==> src/rtl/spike_pkg.sv <==
// Shared definitions for the spike order detector.
//   state_e      : detector FSM state encoding
//   ERR_*        : error cause codes reported on o_err_code
//   P_NCH        : number of spike channels
//   expected_spike() : one-hot channel vector expected in a given WAIT state
package spike_pkg;

  localparam int P_NCH = 4;

  typedef enum logic [1:0] {
    IDLE  = 2'd0,
    WAIT1 = 2'd1,
    WAIT2 = 2'd2,
    WAIT3 = 2'd3
  } state_e;

  localparam logic [1:0] ERR_NONE    = 2'd0;
  localparam logic [1:0] ERR_ORDER   = 2'd1;
  localparam logic [1:0] ERR_EARLY   = 2'd2;
  localparam logic [1:0] ERR_TIMEOUT = 2'd3;

  // WAITk waits for channel k, so the state value doubles as the channel index.
  function automatic logic [P_NCH-1:0] expected_spike(input state_e s);
    logic [P_NCH-1:0] v;
    v = '0;
    v[int'(s)] = 1'b1;
    return v;
  endfunction

endpackage

==> src/rtl/spike_order_detector_gap_counter.sv <==
// gap_counter: saturating up-counter with synchronous clear.
//   r_clk_tst : clock, rising edge
//   r_rst_n   : asynchronous active-low reset (count -> 0)
//   i_clr     : synchronous clear; has priority over counting
//   o_count   : current count, stops at p_sat
module gap_counter #(
  parameter int p_width = 7,
  parameter int p_sat   = 41
) (
  input  logic               r_clk_tst,
  input  logic               r_rst_n,
  input  logic               i_clr,
  output logic [p_width-1:0] o_count
);

  localparam logic [p_width-1:0] SAT = p_width'(p_sat);

  logic [p_width-1:0] count_q;
  logic [p_width-1:0] count_d;

  always_comb begin
    count_d = count_q;
    if (i_clr) begin
      count_d = '0;
    end else if (count_q < SAT) begin
      count_d = count_q + p_width'(1);
    end
  end

  always_ff @(posedge r_clk_tst or negedge r_rst_n) begin
    if (!r_rst_n) begin
      count_q <= '0;
    end else begin
      count_q <= count_d;
    end
  end

  assign o_count = count_q;

endmodule

==> src/rtl/spike_order_detector.sv <==
// spike_order_detector: detects the ordered spike sequence ch0 -> ch1 -> ch2 -> ch3
// with every inter-spike gap inside [p_gap_min, p_gap_max] cycles.
//   r_clk_tst, r_rst_n : clock / asynchronous active-low reset
//   i_enable           : level enable; low forces IDLE without raising an error
//   i_spike            : 4-bit spike vector (one-cycle pulses)
//   o_detect           : one-cycle pulse on an accepted full sequence
//   o_error            : one-cycle pulse on a violation
//   o_err_code         : cause of the last error (1 order, 2 early, 3 timeout), held
//   o_gap_sum          : sum of the three gaps of the last detected sequence, held
//   o_det_count        : wrapping 8-bit detection count
//   o_busy             : high whenever a sequence is in progress
//
// state | meaning
// ------+---------------------------------------------------------
// IDLE  | waiting for a lone ch0 spike to start a sequence
// WAIT1 | ch0 accepted, expecting ch1 inside the gap window
// WAIT2 | ch1 accepted, expecting ch2 inside the gap window
// WAIT3 | ch2 accepted, expecting ch3; acceptance completes a detect
module spike_order_detector
  import spike_pkg::*;
#(
  parameter int p_gap_min = 16,
  parameter int p_gap_max = 40,
  parameter int p_cnt_w   = 7
) (
  input  logic               r_clk_tst,
  input  logic               r_rst_n,
  input  logic               i_enable,
  input  logic [P_NCH-1:0]   i_spike,
  output logic               o_detect,
  output logic               o_error,
  output logic [1:0]         o_err_code,
  output logic [p_cnt_w+1:0] o_gap_sum,
  output logic [7:0]         o_det_count,
  output logic               o_busy
);

  localparam int W = p_cnt_w;
  localparam logic [W:0]       GAP_MIN = (W+1)'(p_gap_min);
  localparam logic [W:0]       GAP_MAX = (W+1)'(p_gap_max);
  localparam logic [P_NCH-1:0] CH0     = P_NCH'(1);

  logic [W-1:0] cnt_q;
  logic         cnt_clr;

  gap_counter #(
    .p_width (W),
    .p_sat   (p_gap_max + 1)
  ) u_gap_counter (
    .r_clk_tst (r_clk_tst),
    .r_rst_n   (r_rst_n),
    .i_clr     (cnt_clr),
    .o_count   (cnt_q)
  );

  state_e       state_q,     state_d;
  logic [W+1:0] acc_q,       acc_d;
  logic         detect_q,    detect_d;
  logic         error_q,     error_d;
  logic [1:0]   err_code_q,  err_code_d;
  logic [W+1:0] gap_sum_q,   gap_sum_d;
  logic [7:0]   det_count_q, det_count_d;

  // The counter is cleared on the acceptance edge, so it reads 0 one cycle
  // later; adding one gives the number of cycles since the accepted spike.
  logic [W:0]       gap_now;
  logic [W+1:0]     acc_sum;
  logic [P_NCH-1:0] exp_spike;
  logic             in_window;

  assign gap_now   = {1'b0, cnt_q} + (W+1)'(1);
  assign acc_sum   = acc_q + {1'b0, gap_now};
  assign exp_spike = expected_spike(state_q);
  assign in_window = (gap_now >= GAP_MIN) && (gap_now <= GAP_MAX);

  always_comb begin
    state_d     = state_q;
    acc_d       = acc_q;
    detect_d    = 1'b0;
    error_d     = 1'b0;
    err_code_d  = err_code_q;
    gap_sum_d   = gap_sum_q;
    det_count_d = det_count_q;
    cnt_clr     = 1'b0;

    if (!i_enable) begin
      state_d = IDLE;
      acc_d   = '0;
      cnt_clr = 1'b1;
    end else if (state_q == IDLE) begin
      cnt_clr = 1'b1;
      if (i_spike == CH0) begin
        state_d = WAIT1;
        acc_d   = '0;
      end
    end else begin
      if ((i_spike == exp_spike) && in_window) begin
        cnt_clr = 1'b1;
        acc_d   = acc_sum;
        case (state_q)
          WAIT1:   state_d = WAIT2;
          WAIT2:   state_d = WAIT3;
          default: begin
            state_d     = IDLE;
            detect_d    = 1'b1;
            gap_sum_d   = acc_sum;
            det_count_d = det_count_q + 8'd1;
          end
        endcase
      end else if (i_spike == exp_spike) begin
        error_d    = 1'b1;
        err_code_d = ERR_EARLY;
      end else if (i_spike != '0) begin
        error_d    = 1'b1;
        err_code_d = ERR_ORDER;
      end else if (gap_now == GAP_MAX) begin
        error_d    = 1'b1;
        err_code_d = ERR_TIMEOUT;
      end

      // A lone ch0 that caused the error also starts a fresh sequence.
      if (error_d) begin
        cnt_clr = 1'b1;
        acc_d   = '0;
        state_d = (i_spike == CH0) ? WAIT1 : IDLE;
      end
    end
  end

  always_ff @(posedge r_clk_tst or negedge r_rst_n) begin
    if (!r_rst_n) begin
      state_q     <= IDLE;
      acc_q       <= '0;
      detect_q    <= 1'b0;
      error_q     <= 1'b0;
      err_code_q  <= ERR_NONE;
      gap_sum_q   <= '0;
      det_count_q <= '0;
    end else begin
      state_q     <= state_d;
      acc_q       <= acc_d;
      detect_q    <= detect_d;
      error_q     <= error_d;
      err_code_q  <= err_code_d;
      gap_sum_q   <= gap_sum_d;
      det_count_q <= det_count_d;
    end
  end

  assign o_detect    = detect_q;
  assign o_error     = error_q;
  assign o_err_code  = err_code_q;
  assign o_gap_sum   = gap_sum_q;
  assign o_det_count = det_count_q;
  assign o_busy      = (state_q != IDLE);

endmodule
==> config.mk <==
export PLATFORM = sky130hd
export DESIGN_NAME = spike_order_detector
export DESIGN_NICKNAME = d
export VERILOG_FILES = /design/src/rtl/spike_pkg.sv /design/src/rtl/spike_order_detector_gap_counter.sv /design/src/rtl/spike_order_detector.sv
export SDC_FILE = /design/constraint.sdc
export NUM_CORES = 1
export LEC_CHECK = 0
export CORE_MARGIN = 4
export CORE_UTILIZATION = 45
export CTS_BUF_LIST = sky130_fd_sc_hd__clkbuf_8
export CTS_CLUSTER_DIAMETER = 60
export DETAILED_ROUTE_END_ITERATION = 7
export DONT_BUFFER_PORTS = 1
export PLACE_DENSITY = 0.59
export SETUP_SLACK_MARGIN = 0.15
export SYNTH_ARGS = -nofsm -noshare
export SYNTH_HDL_FRONTEND = slang
export SYNTH_SLANG_ARGS = --single-unit
==> constraint.sdc <==
create_clock -name r_clk_tst -period 3.75 [get_ports r_clk_tst]
set_clock_uncertainty 0.2 [all_clocks]
set_input_delay 0.375 -clock r_clk_tst [delete_from_list [all_inputs] [get_ports r_clk_tst]]
set_output_delay 0.375 -clock r_clk_tst [all_outputs]
set_load 0.05 [all_outputs]
==> impl_metrics.csv <==
group,metric,value,unit
power,power_density,368.3,mW/mm2
drt,wl,4456,um
final_layout,area_delta_synth_final,7.210,%
die,coreArea,0.005140,mm2
logic_synthesis,ys.flop_type,"dfrtp_1",
die,die_x,81.22,um
global_routing,track_usage,15.11,%
logic_synthesis,synth_nets,243,
sta,fin_setup_tns,0,ns
clock_tree,cts_buffers,5,
sta,rsz0062_at_grt,"false",
drt,drc,0,
die,fp-row-count,26,
power,power_leakage,1.174,nW
global_routing,grt_antenna_before_repair,0,
drt,vias_per_cell,5.476,
drt,wl_per_cell,15.05,um
logic_synthesis,yosysSeqAreaShare,40.46,%
logic_synthesis,synth_area,0.002412,mm2
sta,drv_slew,0,
final_layout,layout-drive-gt1-share,16.81,%
sta,tightest_slew,0.7459,ns
power,ir_drop,0.1735,mV
clock_tree,clkTransAtPathRegs,0.08,ns
sta,period_share,83.91,%
run_status,status,"complete, no violations",
die,initial_core_util,46.93,%
clock_tree,htree_num_levels,2,
clock_tree,cts_tree,"done",
drt,antenna_left,0,
logic_synthesis,synth_area_leaders,"dfrtp_1, xnor2_1, ha_1",
die,die-area,0.006596,mm2
logic_synthesis,synthCells,222,
worst_setup_path,rr_worst_depth,10,
worst_setup_path,crit_fanout,10,
drt,drtIter0Drc,83,
global_routing,grt_pass1_vias,1649,
worst_setup_path,cp-start-kind,"flop",
final_layout,nNetsFinal,246,
logic_synthesis,synth_edf_count,0,
sta,period_minus_slack,3.147,ns
logic_synthesis,avgSynthCellArea,10.87,um2
clock_tree,clockBufferDepth,2,
placed_design,io_buffers,0,
logic_synthesis,synthDistinctLibCells,53,
global_routing,grt_pass1_wl,7679,um
final_layout,n_fill_cell,498,
global_routing,grt_max_degree,40,
die,num_io_pins,29,
die,die_y,81.22,um
final_layout,fin_util,50.32,%
sta,finalHoldViolCount,0,
global_routing,grt_overflow_total,0,
worst_setup_path,critPathArrivalTime,3.12,ns
logic_synthesis,ys_seq_elements,39,
sta,setup_viol,0,
clock_tree,clk_latency,0.29,ns
logic_synthesis,synth_top_area_cell,"dfrtp_1",
logic_synthesis,async_flop_share,100.0,%
logic_synthesis,synth.top_cell.area_share,40.46,%
placed_design,place_congestion,0.8101,
sta,clock.fmax,0.3178,GHz
placed_design,dp_hpwl,3217,um
drt,dr.pass1.iters,4,
worst_setup_path,cp.required,3.73,ns
sta,hold_slack,0.01019,ns
worst_setup_path,cp-end-kind,"flop",
hold_path,hold_path_class,"in -> reg",
worst_setup_path,critPathKind,"reg -> reg",
clock_tree,cts.sink_count,39,
final_layout,diodes,0,
hold_path,hold_depth,2,
clock_tree,root_buffer,"clkbuf_8",
drt,route.vias.total,1621,
flow_run,drv_cap,0,
logic_synthesis,ys_warn_count,0,
sta,slew_headroom,50.09,%
==> flip-flops by register name (all words and copies together) (netlist names) <==
signal	flops
o_gap_sum	9
o_det_count	8
o_detect	1
u_gap_counter.o_count	7
o_error	1
acc_q	9
o_err_code	2
state_q	2
==> timing repair <==
action,4_1_cts,5_1_grt
hold buffers,2,0
endpoints found under the setup margin,0,0
buffers inserted,0,0
endpoints found under the hold margin,39,0
resized for setup,0,0
==> path summary, 6_finish.rpt <==
path	slack (ns)	to	start
max in group asynchronous	2.81	acc_q[5]$_DFFE_PN0P_	r_rst_n
worst max-delay path	0.60	o_gap_sum[7]$_DFFE_PN0P_	u_gap_counter.o_count[1]$_DFFE_PN0P_
min in group asynchronous	0.34	u_gap_counter.o_count[2]$_DFFE_PN0P_	r_rst_n
worst min-delay path	0.01	state_q[0]$_DFFE_PN0P_	i_enable
worst max register to register	0.60	o_gap_sum[7]$_DFFE_PN0P_	u_gap_counter.o_count[1]$_DFFE_PN0P_
worst min register to register	0.32	acc_q[0]$_DFFE_PN0P_	acc_q[0]$_DFFE_PN0P_
==> synthesized netlist by cell type, drive strengths merged, types with 2 or more instances <==
cell type,n
o31a,2
a22o,7
or2,2
nor2b,2
o21ai,6
dfrtp,39
buf,5
mux2i,4
xor2,6
o21bai,2
nand2b,2
nand2,11
a21oi,13
maj3,3
and3,5
inv,9
nor3,3
ha,13
and4b,2
nor2,14
clkbuf,3
a211oi,2
a31oi,2
mux2,11
xnor2,23
nand4,8
nand3,7
==> through the flow <==
| stage | std cells | cell area, um2 | power (W) | setup WS, ns |
|---|---|---|---|---|
| floorplan | 222 | 2412 | 0.0005225 | 0.8291 |
| global placement | 286 | 2424 | 0.0005315 | 0.6668 |
| detailed placement | 286 | 2424 | 0.0005321 | 0.5996 |
| CTS | 296 | 2586 | 0.0009642 | 0.5769 |
| global route | 296 | 2586 | 0.0009893 | 0.3000 |
| finish | 296 | 2586 | 0.0009525 | 0.6032 |
==> worst max-delay path, cell delays in order (launching register included) <==
cell	delay [ns]
dfrtp_1	0.49
ha_1	0.46
xor2_1	0.19
ha_1	0.29
o21ai_0	0.17
o21bai_1	0.09
maj3_2	0.33
maj3_2	0.32
a21oi_2	0.15
xnor2_1	0.09
mux2_4	0.26
==> kinds of logic after synthesis <==
logic type	Yosys count	synth area share, %
compound gates	40	11.88
xor+xnor	29	10.53
fa+ha+maj	17	8.921
buf+inv	17	5.186
flops	39	40.46
mux	15	7.261
simple gates	65	15.77
==> report_power, final <==
| group | switching, W | internal [W] | total, W |
|---|---|---|---|
| clock | 0.000155 | 0.000263 | 0.000419 |
| combinational | 0.0000363 | 0.0000203 | 0.0000566 |
| sequential | 0.0000458 | 0.000431 | 0.000477 |
==> final cells by class <==
| cell class | count | area [um2] | area share, % |
|---|---|---|---|
| clock buffer | 5 | 68.82 | 2.661 |
| inverter | 9 | 33.78 | 1.306 |
| sequential | 39 | 975.9 | 37.74 |
| multi-input combinational | 166 | 1311 | 50.70 |
| clock inverter | 3 | 63.81 | 2.467 |
| tap | 70 | 87.58 | 3.387 |
| timing repair buffer | 4 | 45.04 | 1.742 |
==> layer usage <==
metal | vias up | global-route usage (%) | wire, um
li1 | 797 | - | -
met1 | 794 | 18.72 | 2038
met2 | 24 | 25.45 | 2167
met3 | 6 | 4.656 | 192
met4 | 0 | 4.054 | 57
met5 | - | 0 | 0
==> cells in the final DEF, fill, tap and decap left out, types with 7 or more instances in the layout <==
cell	netlist	final
dfrtp_1	39	39
ha_1	13	13
nand2_1	11	11
nand4_1	8	8
nor2_1	14	14
a21oi_1	11	11
a22o_1	7	7
inv_1	9	10
xnor2_1	23	23
mux2_2	8	8
Note: power is estimated with default switching activity, not from simulation.
